**config.mk**
```make
export PLATFORM = sky130hd
export DESIGN_NAME = hex7seg_scan
export DESIGN_NICKNAME = d
export VERILOG_FILES = /design/src/rtl/seg7_pkg.sv /design/src/rtl/seg7_decode.sv /design/src/rtl/hex7seg_scan.sv
export SDC_FILE = /design/constraint.sdc
export NUM_CORES = 1
export LEC_CHECK = 0
export CORE_MARGIN = 3
export CORE_UTILIZATION = 40
export DETAILED_ROUTE_END_ITERATION = 6
export SLEW_MARGIN = 20
export SYNTH_ARGS = -nofsm -noshare
export SYNTH_HDL_FRONTEND = slang
export SYNTH_SLANG_ARGS = --single-unit
```
**constraint.sdc**
```tcl
create_clock -name clk -period 2.8 [get_ports clk]
set_clock_uncertainty 0.05 [all_clocks]
set_input_delay 0.84 -clock clk [delete_from_list [all_inputs] [get_ports clk]]
set_output_delay 0.84 -clock clk [all_outputs]
set_load 0.02 [all_outputs]
```
**src/rtl/seg7_pkg.sv**
```systemverilog
// seg7_pkg: shared definitions for the seven-segment display path.
// Segment vectors are active-low and ordered {a,b,c,d,e,f,g} from bit 6 down to bit 0.
package seg7_pkg;

    // Bit position of each segment inside a seg[6:0] vector.
    typedef enum logic [2:0] {
        SEG_G = 3'd0,
        SEG_F = 3'd1,
        SEG_E = 3'd2,
        SEG_D = 3'd3,
        SEG_C = 3'd4,
        SEG_B = 3'd5,
        SEG_A = 3'd6
    } seg_pos_e;

    // All segments dark.
    localparam logic [6:0] SEG_OFF = 7'h7F;

    // Hex glyphs, a lit segment is 0.
    localparam logic [6:0] GLYPH_0 = 7'h01;
    localparam logic [6:0] GLYPH_1 = 7'h4F;
    localparam logic [6:0] GLYPH_2 = 7'h12;
    localparam logic [6:0] GLYPH_3 = 7'h06;
    localparam logic [6:0] GLYPH_4 = 7'h4C;
    localparam logic [6:0] GLYPH_5 = 7'h24;
    localparam logic [6:0] GLYPH_6 = 7'h20;
    localparam logic [6:0] GLYPH_7 = 7'h0F;
    localparam logic [6:0] GLYPH_8 = 7'h00;
    localparam logic [6:0] GLYPH_9 = 7'h04;
    localparam logic [6:0] GLYPH_A = 7'h08;
    localparam logic [6:0] GLYPH_B = 7'h60;
    localparam logic [6:0] GLYPH_C = 7'h31;
    localparam logic [6:0] GLYPH_D = 7'h42;
    localparam logic [6:0] GLYPH_E = 7'h30;
    localparam logic [6:0] GLYPH_F = 7'h38;

endpackage

```
**src/rtl/seg7_decode.sv**
```systemverilog
// seg7_decode: purely combinational hex nibble to active-low segment decoder.
module seg7_decode (
    input  logic [3:0] nibble,
    output logic [6:0] seg
);
    import seg7_pkg::*;

    // Map the nibble onto its glyph; the default keeps the output defined on X.
    always_comb begin
        seg = SEG_OFF;
        case (nibble)
            4'h0: seg = GLYPH_0;
            4'h1: seg = GLYPH_1;
            4'h2: seg = GLYPH_2;
            4'h3: seg = GLYPH_3;
            4'h4: seg = GLYPH_4;
            4'h5: seg = GLYPH_5;
            4'h6: seg = GLYPH_6;
            4'h7: seg = GLYPH_7;
            4'h8: seg = GLYPH_8;
            4'h9: seg = GLYPH_9;
            4'hA: seg = GLYPH_A;
            4'hB: seg = GLYPH_B;
            4'hC: seg = GLYPH_C;
            4'hD: seg = GLYPH_D;
            4'hE: seg = GLYPH_E;
            4'hF: seg = GLYPH_F;
            default: seg = SEG_OFF;
        endcase
    end

endmodule

```
**src/rtl/hex7seg_scan.sv**
```systemverilog
// hex7seg_scan: multiplexed hex display driver. Inputs are captured into a
// shadow register on load; everything shown is derived from that shadow so a
// scan never mixes old and new data. Outputs are registered one cycle behind
// the scan index.
module hex7seg_scan #(
    parameter int NUM_DIGITS  = 4,
    parameter int REFRESH_DIV = 100000,
    parameter bit LZ_BLANK    = 1'b0
) (
    input  logic                      clk,
    input  logic                      reset,
    input  logic [4*NUM_DIGITS-1:0]   value,
    input  logic [NUM_DIGITS-1:0]     dp_in,
    input  logic [NUM_DIGITS-1:0]     digit_en,
    input  logic                      load,
    output logic [6:0]                seg,
    output logic                      dp,
    output logic [NUM_DIGITS-1:0]     an,
    output logic                      frame_tick
);
    import seg7_pkg::*;

    localparam int CNT_W = (REFRESH_DIV > 1) ? $clog2(REFRESH_DIV) : 1;
    localparam int IDX_W = (NUM_DIGITS > 1) ? $clog2(NUM_DIGITS) : 1;
    localparam logic [CNT_W-1:0] CNT_LAST = CNT_W'(REFRESH_DIV - 1);
    localparam logic [IDX_W-1:0] IDX_LAST = IDX_W'(NUM_DIGITS - 1);

    // Scan state
    logic [CNT_W-1:0]        cnt_q, cnt_d;
    logic [IDX_W-1:0]        idx_q, idx_d;
    logic                    frame_wrap_q, frame_wrap_d;
    logic                    cnt_wrap;

    // Shadow copy of the display contents
    logic [4*NUM_DIGITS-1:0] shadow_value_q, shadow_value_d;
    logic [NUM_DIGITS-1:0]   shadow_dp_q, shadow_dp_d;
    logic [NUM_DIGITS-1:0]   shadow_en_q, shadow_en_d;

    // Currently selected digit
    logic [3:0]              cur_nibble;
    logic                    cur_en;
    logic                    cur_dp;
    logic                    cur_blank;
    logic [NUM_DIGITS-1:0]   cur_an_low;
    logic [NUM_DIGITS-1:0]   lz_mask;
    logic [6:0]              decoded_seg;

    // Registered outputs
    logic [6:0]              seg_q, seg_d;
    logic                    dp_q, dp_d;
    logic [NUM_DIGITS-1:0]   an_q, an_d;
    logic                    frame_tick_q, frame_tick_d;

    // Refresh counter and digit index; the index steps only when the counter wraps.
    always_comb begin
        cnt_wrap     = (cnt_q == CNT_LAST);
        cnt_d        = cnt_wrap ? '0 : cnt_q + CNT_W'(1);
        idx_d        = idx_q;
        if (cnt_wrap) begin
            idx_d = (idx_q == IDX_LAST) ? '0 : idx_q + IDX_W'(1);
        end
        frame_wrap_d = cnt_wrap && (idx_q == IDX_LAST);
    end

    // Shadow register captures the whole display image on load and holds otherwise.
    always_comb begin
        shadow_value_d = shadow_value_q;
        shadow_dp_d    = shadow_dp_q;
        shadow_en_d    = shadow_en_q;
        if (load) begin
            shadow_value_d = value;
            shadow_dp_d    = dp_in;
            shadow_en_d    = digit_en;
        end
    end

    // Leading-zero mask: digit i (never digit 0) is blanked when it and every higher nibble are zero.
    always_comb begin
        logic upper_zero;
        upper_zero = 1'b1;
        lz_mask    = '0;
        for (int i = NUM_DIGITS - 1; i >= 0; i--) begin
            upper_zero = upper_zero && (shadow_value_q[4*i +: 4] == 4'h0);
            lz_mask[i] = LZ_BLANK && (i != 0) && upper_zero;
        end
    end

    // Select the shadow fields of the current digit and build its one-hot-low anode pattern.
    always_comb begin
        cur_nibble = 4'h0;
        cur_en     = 1'b0;
        cur_dp     = 1'b0;
        cur_blank  = 1'b0;
        cur_an_low = '1;
        for (int i = 0; i < NUM_DIGITS; i++) begin
            if (idx_q == IDX_W'(i)) begin
                cur_nibble    = shadow_value_q[4*i +: 4];
                cur_en        = shadow_en_q[i];
                cur_dp        = shadow_dp_q[i];
                cur_blank     = lz_mask[i];
                cur_an_low[i] = 1'b0;
            end
        end
    end

    seg7_decode u_decode (
        .nibble (cur_nibble),
        .seg    (decoded_seg)
    );

    // Next output image: a disabled digit is fully dark, a blanked digit keeps its anode and dp.
    always_comb begin
        seg_d        = SEG_OFF;
        dp_d         = 1'b1;
        an_d         = '1;
        frame_tick_d = frame_wrap_q;
        if (cur_en) begin
            an_d  = cur_an_low;
            dp_d  = ~cur_dp;
            seg_d = cur_blank ? SEG_OFF : decoded_seg;
        end
    end

    // All state updates; reset wins over load and counting.
    always_ff @(posedge clk) begin
        if (reset) begin
            cnt_q          <= '0;
            idx_q          <= '0;
            frame_wrap_q   <= 1'b0;
            shadow_value_q <= '0;
            shadow_dp_q    <= '0;
            shadow_en_q    <= '0;
            seg_q          <= SEG_OFF;
            dp_q           <= 1'b1;
            an_q           <= '1;
            frame_tick_q   <= 1'b0;
        end else begin
            cnt_q          <= cnt_d;
            idx_q          <= idx_d;
            frame_wrap_q   <= frame_wrap_d;
            shadow_value_q <= shadow_value_d;
            shadow_dp_q    <= shadow_dp_d;
            shadow_en_q    <= shadow_en_d;
            seg_q          <= seg_d;
            dp_q           <= dp_d;
            an_q           <= an_d;
            frame_tick_q   <= frame_tick_d;
        end
    end

    assign seg        = seg_q;
    assign dp         = dp_q;
    assign an         = an_q;
    assign frame_tick = frame_tick_q;

endmodule

```
======== Word level (Yosys, flattened, before mapping) ========
Memory sizes are Yosys's and may differ from the RTL's. A register that Yosys moved wholly into a read port is not among the register bits.
Cells that the tools add are included.
cells by class
  reductions and logical operators ........ 4
  multiplexer cells ....................... 17
  bitwise logic cells ..................... 2
  add/subtract/negate cells ............... 2
  eq/ne operators ......................... 4
operator list
  cell                                                             number
  17-bit by 1-bit adder with 17-bit output, second input constant  1
  17-bit == test, second input constant                            1
  4-bit two-way mux                                                4
  1-bit two-way mux                                                12
  2-bit == test, second input constant                             2
  2-bit OR reduction                                               2
  2-bit by 1-bit adder with 2-bit output, second input constant    1
  2-bit by 1-bit == test with 1-bit output, second input constant  1
  2-bit zero test                                                  1
  2-bit two-way mux                                                1
  1-bit inverter                                                   2
  1-bit logical AND                                                1
storage, ports and cells
  memories kept ........................... 1
  register bits ........................... 50
  output and inout port bits .............. 13
  word-level logic and storage cells ...... 39
  bits of input ports ..................... 27
  bits in read-only memories .............. 112
memories
  name              depth  width  rd ports  clocked after memory_dff  wr ports  RTL line           text
  (name not given)  16     7      1         1                         0         seg7_decode.sv:11  case (nibble)

======== Logic depth before layout (Yosys ltp) ========
  depth in word-level cells ............... 7
  gate-level depth with buffers ........... 10
  mapped depth without buffers ............ 10

======== By module ========
Synthesis repeated with hierarchy kept, for this count alone.
second synthesis, totals
  cell total of the unflattened synthesis .. 283
  area, all modules ....................... 2607.5 µm²
by module, submodules not included
  module        cells an instance  seq. area each (µm²)  times used  area an instance (µm²)
  hex7seg_scan  251                1141.1                1           2333.5
  seg7_decode   32                 0.0                   1           274.0

======== Worst setup path after synthesis ========
OpenSTA, ideal clock, no wires.
  path kind ............................... reg2reg
  start ................................... reg idx_q[0]
  end ..................................... reg seg_q[1], in the netlist seg[1]
  library setup time ...................... 122 ps
  setup slack ............................. 591 ps
  cell stages (with the launch flop) ...... 11
  clock period less this slack ............ 2209 ps
  arrival ................................. 2037 ps
  buffers on the path ..................... 1
  data required time ...................... 2628 ps
  path through ............................ dfxtp_1 > inv_1 > ha_1 > buf_4 > a211oi_1 > a221o_1 > inv_1 > ha_1 > nand2_1 > o21ai_1 > a221o_1
between the ends
  word-level cells in the longest chain between the ends .. 7
  elaborated cells between the ends (all ways) .. 14
  those cells by class .................... eq/ne: 3; mux: 8; bitwise: 1; reduce/logical: 2
RTL lines
  item                            RTL line             text
  start, declared                 hex7seg_scan.sv:30   logic [IDX_W-1:0] idx_q, idx_d;
  start signal, assigned          hex7seg_scan.sv:139  idx_q <= idx_d;
  2-bit zero test                 hex7seg_scan.sv:96   if (idx_q == IDX_W'(i)) begin
  1-bit two-way mux (4 in a row)  hex7seg_scan.sv:96
  1-bit inverter (no line)        --
  2-bit OR reduction (no line)    --
  end, declared                   hex7seg_scan.sv:49   logic [6:0] seg_q, seg_d;
Parallel ways exist; a longest one is shown, timed or not.
A chain may end at the register's enable or synchronous reset.

======== Worst setup path after layout ========
  start ................................... reg idx_q[1]
  end ..................................... reg seg_q[1], in the netlist seg[1]
The elaborated chain is that of the path after synthesis.

==> key figures <==
Timing
  – Worst Tran Pin Value: 619 ps
  – Rel. slew slack: 0.587
  – # setup viols final: 0
  – Final worst path period need: 2440 ps
  – Slew Limit Fails: 0
  – Period utilization: 0.873
  – Final Hold Fails: 0
  – Setup TNS: 0 ps
  – RSZ-0062 raised after global routing: no
  – Max frequency: 409 MHz

Drt
  – Routed wl met3: 328 um
  – Highest metal used: met4
  – Met1 Routed Length: 2450 um
  – Initial DRC count: 71
  – WL per Instance: 13.1 um
  – Total vias in the final route: 1928
  – Remaining antenna violation count after routing: 0
  – DRC: 0
  – Met2 wire length: 2270 um
  – Vias per std cell: 4.93
  – DR pass1 iterations: 4
  – Final wirelength: 5110 um

Clock tree
  – Clock Sinks: 57
  – Max Buffers Root-to-Sink: 2
  – CTS buffer count: 9
  – Post-CTS Repair Setup Buffers: 0
  – Clk Latency, worst-skew pair: 330 ps
  – CTS tree: done
  – Post_cts resized: 0
  – Number of H-tree levels: 3
  – Clk root buf: clkbuf_8
  – Number of hold buffers added after cts: 0
  – Clock transition at path regs: 60 ps

Synthesis
  – Number of synthesized flops with an enable pin: 0
  – Area contributors post-synth: dfxtp_1 44%, mux2i_1 11%, nor2_1 7.4%
  – Register area share after synthesis: 0.439
  – Avg Cell Area, Syn: 9.56 um^2
  – Mapped Area: 0.00260 mm^2
  – Synth area leader: dfxtp_1
  – Synthesis-stage register bit count: 57
  – Async SR Flop Fraction: 0
  – Net count after synthesis: 310
  – Ys Warns: 0
  – Main synth FF type: dfxtp_1
  – Synth top area share: 0.439
  – Post-synthesis cell type count: 49
  – Post-Syn Instances: 272

Worst setup path
  – Crit Path Class: flop to flop
  – Critical path's largest stage delay: 400 ps
  – Buf/Inv on CP: 2
  – Reg-to-reg startpoint: idx_q[1]
  – Crit-path cells: inv_1, ha_1, and2b_1, nand2_1, a221o_1, inv_1, ha_1, nand2_1, o21ai_1, a221o_1
  – Reg2reg setup slack: 360 ps
  – Startpoint types: flop
  – Worst setup EP type: flop
  – Required time worst endpoint: 2970 ps
  – Top delay family on crit path: compound AO/OA/AOI/OAI gates
  – Crit path max fanout: 12
  – Reg2reg end: seg[1]
  – Worst reg-to-reg path cell count: 10
  – CP arrival: 2620 ps
  – Slowest CP cell: ha_1

Final layout
  – Ant diodes: 0
  – Fraction of layout cells with a size suffix above 1: 0.0981
  – Final nets: 350
  – Syn-to-layout area delta: 24.1%
  – Post-layout util: 0.530

Power
  – Lkg Pwr: 1.31 nW
  – Pwr Density: 552 mW/mm^2
  – VDD IR max: 458 uV

GRT
  – GRT overflow: 0
  – First-pass GRT wire length: 8830 um
  – Total Routing Usage GR: 0.154
  – Largest net degree at the start of global routing: 31
  – Initial antenna violation count: 0
  – Vias in the first global route: 1855

Worst hold path
  – Hold depth: 1
  – Worst Hold Launch: frame_tick_d
  – Hold Path Class: flop to flop
  – Hold EP: frame_tick

Placement
  – I/O Buffers: 39
  – GPL Wtd Cong: 0.828
  – HPWL Detailed: 3620 um

Floorplanning
  – Initial Utilization: 0.427
  – IO Count: 40
  – # rows: 28
  – DIE AREA: 0.00751 mm^2
  – Die Ht: 86.6 um
  – Core Box Area: 0.00610 mm^2
  – Die W: 86.6 um

Run status
  – Status: complete, no violations

Run
  – Max-cap viol count: 0
[metal layers]
layer  vias to the layer above  track usage
met3                         7       0.0694
li1                       1009            -
met1                       873        0.196
met2                        39        0.232
met4                         0       0.0510
met5                         -            0
[logic make-up (layout without fill, tap and decap cells)]
logic type | count (synthesis) | in the layout | synth area share
AOI/OAI and AO/OA | 29 | 29 | 0.0948
xor gates and xnor gates | 15 | 15 | 0.0505
adders and majority gates | 11 | 11 | 0.0529
buffers and inverters | 23 | 67 | 0.0442
DFF | 57 | 57 | 0.439
muxes | 28 | 28 | 0.108
and+or+nand+nor | 109 | 109 | 0.211
[metrics by stage]
stage / hold slack, ps / setup slack, ps / power [W] / std cells / cell area [um^2]
after floorplan: 359 / 591 / 0.000970 / 272 / 2600
after global placement: 396 / 418 / 0.00104 / 376 / 3030
after detailed placement: 395 / 353 / 0.00104 / 376 / 3030
after CTS: 410 / 350 / 0.00181 / 391 / 3230
after global routing: 430 / 100 / 0.00187 / 391 / 3230
final: 403 / 357 / 0.00178 / 391 / 3230
[flip-flops by register name, summed over array words and instances, names as in the netlist]
signal / count
dp: 1
frame_tick: 1
an: 4
frame_tick_d: 1
shadow_dp_q: 4
seg: 7
shadow_en_q: 4
idx_q: 2
shadow_value_q: 16
cnt_q: 17
[cells in the final DEF (no fill, tap or decap), types with 2 or more instances in the layout]
cell	synthesis	routed
o21ai_1	2	2
nand2_1	16	16
clkdlybuf4s50_1	0	39
xor2_1	8	8
xnor2_1	7	7
nand4_1	2	2
ha_1	11	11
a211oi_1	2	2
nand3b_1	4	4
mux2i_1	28	28
and4_1	2	2
o21ai_0	3	3
a221o_1	4	4
nor3_1	3	3
nor3b_1	4	4
buf_4	4	4
dfxtp_1	57	57
and3_1	3	3
nor2_1	51	51
nand3_1	10	10
a21oi_1	7	7
inv_1	9	9
nor2b_1	2	2
clkinv_2	0	2
clkbuf_8	0	11
[final cells by class]
cell class | count | area [um^2]
fillers | 560 | 2870
multi-input cells | 192 | 1350
flip-flops and latches | 57 | 1140
repair buffers | 43 | 420
clock buffers | 12 | 155
well taps | 75 | 93.8
clock inverters | 3 | 40.0
inverters | 9 | 33.8
[worst max-delay path by stage]
stage / slack, ps / cells after the start / to / start
after floorplan: 590 / 10 / seg[1] / idx_q[0]
after global placement: 420 / 9 / seg[1] / idx_q[0]
after detailed placement: 350 / 10 / seg[1] / idx_q[1]
after CTS: 350 / 10 / seg[1] / idx_q[1]
after global routing: 100 / 9 / seg[1] / idx_q[0]
final: 360 / 10 / seg[1] / idx_q[1]
[power breakdown]
group	switching [W]	internal [W]
sequential	0.0000175	0.000840
combinational	0.0000755	0.0000879
clock	0.000309	0.000451
total	0.000402	0.00138
[worst register-to-register path, cell delays in order, from the launching register on]
cell and delay [ps]:
dfxtp_1 340, inv_1 80, ha_1 400, and2b_1 260
nand2_1 70, a221o_1 290, inv_1 110, ha_1 240
nand2_1 80, o21ai_1 60, a221o_1 350
[cell usage after synthesis, drive strengths merged (2+ instances only)]
master and instances:
nand2 17, a221o 4, nand4 2, a211oi 2, and2 2, a221oi 2, nor2b 4, nor2 52
and4 2, ha 11, a311o 2, xor2 8, and3 3, nand3 11, o21ai 5, a21oi 7
xnor2 7, inv 9, mux2i 28, dfxtp 57, nor3 3, nand3b 4, buf 11, nor3b 5
clkbuf 3
No activity file was read; power rests on OpenSTA's default activity.
